### src/rtl/cmd_dispatch.sv
// Command dispatcher: executes 16-bit UART commands against a byte register file and
// returns a one-byte response. Define CMD_DISPATCH_ERRCNT_EN to build the NAK counter.
module cmd_dispatch #(
    parameter int unsigned NUM_REGS   = 16,
    parameter logic [7:0]  ACK_BYTE   = 8'hA5,
    parameter logic [7:0]  NAK_BYTE   = 8'hEE,
    parameter logic [19:0] TX_TIMEOUT = 20'd1_000_000
) (
    input  logic                    clk,
    input  logic                    rst_n,
    input  logic [15:0]             cmd,
    input  logic                    cmd_rdy,
    output logic                    clr_cmd_rdy,
    output logic [7:0]              resp,
    output logic                    trmt,
    input  logic                    tx_done,
    output logic [NUM_REGS*8-1:0]   regs_flat,
    output logic                    busy,
    output logic                    tmo_err
);

    typedef enum logic [1:0] {StIdle, StExec, StSend, StWaitDone} state_e;

    state_e      state_q;
    logic [15:0] cmd_q;
    logic [19:0] tmo_cnt_q;
    logic [19:0] tmo_cnt_nxt;
    logic [7:0]  regs_q [NUM_REGS];

    logic [3:0]  op;
    logic [3:0]  addr;
    logic [7:0]  data;
    logic        addr_ok;
    logic [7:0]  rd_data;
    logic [7:0]  exec_resp;
    logic        do_write;
    logic        do_clear;
    logic        is_nak;

`ifdef CMD_DISPATCH_ERRCNT_EN
    logic [7:0]  errcnt_q;
`endif

    assign op          = cmd_q[15:12];
    assign addr        = cmd_q[11:8];
    assign data        = cmd_q[7:0];
    assign addr_ok     = 32'(addr) < NUM_REGS;
    assign tmo_cnt_nxt = tmo_cnt_q + 20'd1;

    assign clr_cmd_rdy = (state_q == StIdle) && cmd_rdy;
    assign busy        = (state_q != StIdle);

    always_comb begin
        rd_data = '0;
        for (int i = 0; i < NUM_REGS; i++) begin
            if (addr == 4'(i)) rd_data = regs_q[i];
        end
    end

    always_comb begin
        regs_flat = '0;
        for (int i = 0; i < NUM_REGS; i++) begin
            regs_flat[8*i +: 8] = regs_q[i];
        end
    end

    always_comb begin
        exec_resp = ACK_BYTE;
        do_write  = 1'b0;
        do_clear  = 1'b0;
        is_nak    = 1'b0;
        case (op)
            4'h1: begin
                if (addr_ok) do_write = 1'b1;
                else         is_nak   = 1'b1;
            end
            4'h2: begin
                if (addr_ok) exec_resp = rd_data;
                else         is_nak    = 1'b1;
            end
            4'h3: do_clear = 1'b1;
`ifdef CMD_DISPATCH_ERRCNT_EN
            4'h4: exec_resp = errcnt_q;
            4'h5: begin
            end
`endif
            default: is_nak = 1'b1;
        endcase
        if (is_nak) exec_resp = NAK_BYTE;
    end

    always_ff @(posedge clk) begin
        if (!rst_n) begin
            state_q   <= StIdle;
            cmd_q     <= '0;
            resp      <= '0;
            trmt      <= 1'b0;
            tmo_err   <= 1'b0;
            tmo_cnt_q <= '0;
            for (int i = 0; i < NUM_REGS; i++) regs_q[i] <= '0;
`ifdef CMD_DISPATCH_ERRCNT_EN
            errcnt_q  <= '0;
`endif
        end else begin
            trmt <= 1'b0;
            case (state_q)
                StIdle: begin
                    if (cmd_rdy) begin
                        cmd_q   <= cmd;
                        state_q <= StExec;
                    end
                end
                StExec: begin
                    resp <= exec_resp;
                    for (int i = 0; i < NUM_REGS; i++) begin
                        if (do_clear)                         regs_q[i] <= '0;
                        else if (do_write && addr == 4'(i))   regs_q[i] <= data;
                    end
`ifdef CMD_DISPATCH_ERRCNT_EN
                    if (op == 4'h5)                         errcnt_q <= '0;
                    else if (is_nak && errcnt_q != 8'hFF)   errcnt_q <= errcnt_q + 8'd1;
`endif
                    // trmt rises together with the SEND state so it is high for exactly that cycle
                    trmt    <= 1'b1;
                    state_q <= StSend;
                end
                StSend: begin
                    tmo_cnt_q <= '0;
                    state_q   <= StWaitDone;
                end
                StWaitDone: begin
                    if (tx_done) begin
                        state_q <= StIdle;
                    end else begin
                        tmo_cnt_q <= tmo_cnt_nxt;
                        if (tmo_cnt_nxt >= TX_TIMEOUT - 20'd1) begin
                            tmo_err <= 1'b1;
                            state_q <= StIdle;
                        end
                    end
                end
                default: state_q <= StIdle;
            endcase
        end
    end

endmodule

### config.mk
export PLATFORM = sky130hd
export DESIGN_NAME = cmd_dispatch
export DESIGN_NICKNAME = d
export VERILOG_FILES = /design/src/rtl/cmd_dispatch.sv
export SDC_FILE = /design/constraint.sdc
export NUM_CORES = 1
export LEC_CHECK = 0
export ABC_AREA = 0
export BUFFER_PORTS_ARGS = -buffer_cell sky130_fd_sc_hd__buf_2
export CAP_MARGIN = 20
export CORE_ASPECT_RATIO = 1.2
export CORE_UTILIZATION = 51
export DETAILED_ROUTE_END_ITERATION = 7
export PLACE_DENSITY = 0.77
export REMOVE_ABC_BUFFERS = 1
export SYNTH_ARGS = -nofsm -noshare
export SYNTH_HDL_FRONTEND = slang
export SYNTH_SLANG_ARGS = --single-unit
### constraint.sdc
create_clock -name clk -period 2.5 [get_ports clk]
set_input_delay 0.5 -clock clk [delete_from_list [all_inputs] [get_ports clk]]
set_output_delay 0.5 -clock clk [all_outputs]
set_load 0.05 [all_outputs]
==> impl_metrics.ini, run 1 <==
[logic_synthesis]
yosysWarnings = 0
yosys-top-cells-count = and2_1, edfxtp_1, nand2_1
synth_ff_type = edfxtp_1
synth_top_cell_by_area = edfxtp_1
synth_top_area_share_pct = 44.6
syn_inst = 793
synthSimpleGateAreaFrac_pct = 21.3
yosysMostFrequentCell = and2_1
synth_area_leaders = edfxtp_1, dfxtp_1, and2_1, mux4_2, o21ai_0
synth_top_family_by_area = simple AND/OR/NAND/NOR gates
syn_area_um2 = 8630
synth_seq_cells = 176
synth_compound_area_share_pct = 12.4
synth_edf_count = 128
synthDistinctLibCells = 71
synthAdderAreaFrac_pct = 1.02
postSynthAreaPerCell_um2 = 10.9
yosysSeqAreaShare_pct = 55.7
synthXorXnorAreaFrac_pct = 0.812
async_flop_share_pct = 0
synthMuxAreaShare_pct = 5.72

[timing]
period_share_pct = 94.6
worst_pin_slew_ns = 0.801
timing.final.max_slew_violations = 0
skew_ns = 0.0114
relSlewSlack_pct = 46.6
rsz0062_at_grt = yes
hold_violations = 0
min_period_ns = 2.37
fmax_mhz = 423
setup_violations = 0

[grt]
grt_max_degree = 48
globalRouteOverflowTotal = 0
grt_pass1_wl_um = 36200
use_met2_pct = 49.1
grt.met1_usage_pct = 33.9
antenna_found_initial = 2
grt_pass1_vias = 6460
grt-busiest-layer = met2
gr-usage-all-layers_pct = 28.2
grt_use_met3_pct = 5.72

[die]
placementRows = 51
initial_core_util_pct = 52.6
io_pins = 160
die_area_um2 = 17400
die_h_um = 144
core_area_um2 = 16400
die_w_um = 121

[pwr]
power.total_mw = 8.40
ir_drop_uv = 420
power_density_nw_per_um2 = 801
clockPowerShare_pct = 32.6
cellLeakagePower_nw = 4.15
power_switching_share_pct = 33.9
p_seq_share_pct = 43.3
switchingPower_mw = 2.85
power_frac_comb_pct = 24.1
p_int_mw = 5.55

[setup_path]
cp_max_fo = 8
end_kind = flip-flop
critPathKind = flip-flop to flip-flop
worstPathArrival_ns = 2.65
cp_slowest_stage_delay_ns = 0.53
cp-start-kind = flip-flop
path_buf_inv = 1
path_cells = inv_1 > ha_1 > and3_1 > nand3b_1 > or3_1 > nor2_1 > and2_1
slowest_stage = or3_1
critPathTopFamily = simple AND/OR/NAND/NOR gates
cp.required_ns = 2.79

[cts]
htree_levels = 4
cts_setup_buffers = 0
cts_root_buffer = clkbuf_16
hold_buffers = 0
clk_latency_ns = 0.43
cts_resized = 0
clock-sinks = 176
cts_tree = built
cts_buffer_depth = 2
cts_made_buffers = 17
clk_pin_slew_ns = 0.07

[place]
port_buffers = 159
routabilityCongestion = 0.979
place_area_um2 = 9860
hpwl_um = 17500

[route]
routed_wl_um = 24500
first_pass_iters = 5
ant_nets = 0
wl_per_cell_um = 20.5
drtIter0Drc = 711
vias = 7036
viasPerCell = 5.89
drc = 0

[layout]
final_core_util_pct = 63.9
nNetsFinal = 997
num_antenna_cells = 0
fin_area_um2 = 10500
layout-drive-gt1-share_pct = 28.1
area_delta_synth_final_pct = 21.5

[run]
drv_cap = 0

[status]
status = complete, no violations

[min_path]
min_path_type = primary input to flip-flop
==> worst paths after layout <==
check	startpoint	to	slack, ns	depth (start not counted)
worst min register to register	cmd_q[14]$_SDFFE_PN0P_	cmd_q[14]$_SDFFE_PN0P_	0.48	2
worst max-delay path	state_q[1]$_SDFFE_PN0P_	regs_q[0][12]$_SDFFCE_PN0P_	0.13	7
worst min-delay path	cmd[9]	cmd_q[9]$_SDFFE_PN0P_	0.30	3
worst max register to register	state_q[1]$_SDFFE_PN0P_	regs_q[0][12]$_SDFFCE_PN0P_	0.13	7
==> logic make-up (layout without fill, tap and decap cells) <==
logic type	Yosys count	count (layout)
AO/OA/AOI/OAI	171	171
XOR/XNOR	8	8
adder cells (fa/ha/maj)	7	7
buffers and inverters	64	254
flip-flops	176	176
multiplexers	31	31
AND/OR/NAND/NOR	336	336
==> per-stage QoR <==
| step | setup slack, ns | setup TNS [ns] | hold slack, ns | instances |
|---|---|---|---|---|
| global route | -0.00809 | -0.0310 | 0.312 | 1195 |
| finish | 0.135 | 0 | 0.301 | 1195 |
| detailed placement | 0.151 | 0 | 0.466 | 1163 |
| global placement | 0.157 | 0 | 0.453 | 1163 |
| floorplan | -0.671 | -48.02 | 0.449 | 741 |
| CTS | 0.0946 | 0 | 0.292 | 1195 |
==> flip-flops by register name (all words and copies together) (netlist names) <==
| name | cells |
|---|---|
| trmt | 1 |
| state_q | 2 |
| regs_q | 128 |
| cmd_q | 16 |
| tmo_cnt_q | 20 |
| tmo_err | 1 |
| resp | 8 |
==> layout make-up <==
class	instances	area, um2
Fill cell	1282	5920
Sequential cell	176	4810
Multi-Input combinational cell	553	3570
Timing Repair Buffer	210	1190
Clock buffer	20	447
Tap cell	212	265
Clock inverter	12	160
Inverter	12	45.0
==> metal layers <==
layer | part of all wire (%) | vias to the layer above
met2 | 50 | 374
met1 | 39 | 3357
li1 | - | 3256
met5 | 0.053 | -
met4 | 2.9 | 2
met3 | 7.5 | 47
==> placed cells by master (no fill, tap or decap), types with 9 or more instances in the layout <==
cell type	n
nand2b_1	17
nor2_1	54
buf_4	50
and2_1	131
inv_1	10
nand3_1	14
nor3_1	15
buf_2	159
o221ai_1	9
edfxtp_1	128
nand2_1	58
clkbuf_16	17
mux2i_1	11
dfxtp_1	46
mux4_2	14
a21oi_1	50
o21ai_0	53
==> power by group through the flow <==
stage | registers [mW] | logic (mW) | clock network, mW
after global routing | 3.66 | 2.15 | 2.86
after global placement | 3.69 | 1.98 | 0
after floorplan | 4.07 | 0.848 | 0
after detailed placement | 3.70 | 2.00 | 0
after CTS | 3.63 | 2.01 | 2.75
final | 3.64 | 2.03 | 2.73
==> worst reg2reg max path, cell delays in order (launching register included) <==
cell and delay [ns]:
dfxtp_1 0.34, inv_1 0.12, ha_1 0.17, and3_1 0.17, nand3b_1 0.30, or3_1 0.53, nor2_1 0.37, and2_1 0.21
Note: power is estimated with default switching activity, not from simulation.
==> run 2, diff against run 1 <==
--- a/config.mk
+++ b/config.mk
@@ -5,13 +5,14 @@
 export SDC_FILE = /design/constraint.sdc
 export NUM_CORES = 1
 export LEC_CHECK = 0
-export ABC_AREA = 0
+export ABC_AREA = 1
 export BUFFER_PORTS_ARGS = -buffer_cell sky130_fd_sc_hd__buf_2
 export CAP_MARGIN = 20
 export CORE_ASPECT_RATIO = 1.2
-export CORE_UTILIZATION = 51
+export CORE_UTILIZATION = 50
+export CTS_CLUSTER_SIZE = 10
 export DETAILED_ROUTE_END_ITERATION = 7
-export PLACE_DENSITY = 0.77
+export PLACE_DENSITY = 0.76
 export REMOVE_ABC_BUFFERS = 1
 export SYNTH_ARGS = -nofsm -noshare
 export SYNTH_HDL_FRONTEND = slang
==> impl_metrics.ini, run 2 <==
[status]
status = complete, no violations

[setup_path]
path_cells = inv_1 > nand2_1 > nor2_1 > nand2_1 > nand3_1 > a21oi_1 > nand4_1 > nor2_1 > nand3_1 > nand2_1 > nand3_1 > nand2_1 > nand3_1 > nand2_1 > inv_1
end_kind = flip-flop
critPathTopFamily = simple AND/OR/NAND/NOR gates
worst_path_most_repeated_cell = nand2_1
worstPathArrival_ns = 2.57
critPathKind = flip-flop to flip-flop
cp-start-kind = flip-flop
cp.required_ns = 2.84
cp_max_fo = 6
slowest_stage = dfxtp_1
cp_slowest_stage_delay_ns = 0.40
path_buf_inv = 2

[die]
die_h_um = 140
core_area_um2 = 15600
initial_core_util_pct = 51.2
io_pins = 160
placementRows = 50
die_area_um2 = 16500
die_w_um = 117

[run]
drv_cap = 0

[route]
routed_wl_um = 23300
viasPerCell = 5.45
drc = 0
vias = 7021
ant_nets = 0
drtIter0Drc = 544
first_pass_iters = 6
wl_per_cell_um = 18.1

[timing]
hold_violations = 0
worst_pin_slew_ns = 0.839
period_share_pct = 89.3
rsz0062_at_grt = no
timing.final.max_slew_violations = 0
relSlewSlack_pct = 43.8
fmax_mhz = 448
min_period_ns = 2.23
setup_violations = 0
skew_ns = 0.0107
fin_setup_tns_ns = 0

[layout]
layout_commonest_cell = nand2_1
multi_input_area_um2 = 2790
register_area_um2 = 4800
num_antenna_cells = 0
largest_reg_flops = 128
nNetsFinal = 1094
final_cell_mix = nand2_1, nor2_1, buf_2, edfxtp_1, inv_1
area_delta_synth_final_pct = 21.0
fin_area_um2 = 9650
top_regs = regs_q: 128 flops, tmo_cnt_q: 20 flops, cmd_q: 16 flops
layout-drive-gt1-share_pct = 21.0
final_core_util_pct = 61.9
num-fill-cells = 1291
top_register = regs_q

[logic_synthesis]
yosysMostFrequentCell = nand2_1
synth_seq_cells = 176
synth_ff_type = edfxtp_1
synth_edf_count = 128
syn_inst = 898
synth_top_cell_by_area = edfxtp_1
synth_area_leaders = edfxtp_1, dfxtp_1, nand2_1, nor2_1, a21oi_1
synth_top_area_share_pct = 48.2
yosys-top-cells-count = nand2_1, nor2_1, edfxtp_1
syn_area_um2 = 7980
postSynthAreaPerCell_um2 = 8.88
yosysSeqAreaShare_pct = 60.2
yosysWarnings = 0
synthDistinctLibCells = 31
async_flop_share_pct = 0

[cts]
clock-sinks = 176
cts_resized = 0
cts_made_buffers = 17
htree_levels = 4
cts_root_buffer = clkbuf_16
cts_setup_buffers = 0
clk_pin_slew_ns = 0.07
cts_buffer_depth = 2
hold_buffers = 0
cts_tree = built
clk_latency_ns = 0.44

[pwr]
power_density_nw_per_um2 = 892
ir_drop_uv = 545
cellLeakagePower_nw = 3.99

[grt]
globalRouteOverflowTotal = 0
grt_pass1_vias = 6637
grt_max_degree = 30
antenna_found_initial = 0
gr-usage-all-layers_pct = 29.5
grt_pass1_wl_um = 35000

[min_path]
min_path_type = primary input to flip-flop

[place]
routabilityCongestion = 0.951
port_buffers = 159
place_area_um2 = 9040
hpwl_um = 16800
## run 2: logic make-up (layout without fill, tap and decap cells)
family,after synthesis,after routing,synth area share (%)
DFF,176,176,60.2
xor gates and xnor gates,12,12,1.32
buffers and inverters,101,283,4.82
adders and majority gates,7,7,1.10
and+or+nand+nor,514,514,26.8
AOI/OAI and AO/OA,88,88,5.70
## run 2: tightest hold or removal path: stages
cell and delay, ns:
buf_2 0.07, o21ai_0 0.07, nor2_1 0.08
## run 2: worst paths after layout
check / startpoint / endpoint / slack (ns) / cells past startpoint
setup / recovery: cmd_q[8]$_SDFFE_PN0P_ / resp[2]$_SDFFE_PN0P_ / 0.27 / 15
hold / removal: cmd[15] / cmd_q[15]$_SDFFE_PN0P_ / 0.33 / 3
setup reg to reg: cmd_q[8]$_SDFFE_PN0P_ / resp[2]$_SDFFE_PN0P_ / 0.27 / 15
hold reg to reg: resp[4]$_SDFFE_PN0P_ / resp[4]$_SDFFE_PN0P_ / 0.47 / 2
## run 2: layout make-up
class	instances	share of cell area, %
sequential	176	49.8
multi-input combinational	621	28.9
timing repair buffer	173	9.34
clock buffer	17	4.41
inverter	78	3.03
tap	208	2.70
clock inverter	15	1.84
## run 2: metrics by stage
stage	power [mW]	worst slack, ns	cells	hold WS [ns]
after floorplan	5.12	0.300	875	0.456
after global placement	5.91	0.391	1256	0.460
after detailed placement	5.93	0.324	1256	0.464
after CTS	8.58	0.315	1288	0.328
after global routing	8.93	0.0827	1288	0.344
final	8.61	0.266	1288	0.331
## run 2: layer usage
metal  vias up  wire length (um)  GRT usage (%)
met4         0               842           14.8
met5         -                 0              0
met1      3239              8580           36.9
met3        78              2260           6.88
li1       3288                 -              -
met2       416             11600           47.6
## run 2: where the power goes
group	internal (mW)	switching [mW]	total [mW]	leakage, nW
clock network	1.50	1.20	2.70	0.290
logic	0.490	1.87	2.36	1.99
registers	3.37	0.178	3.55	1.71
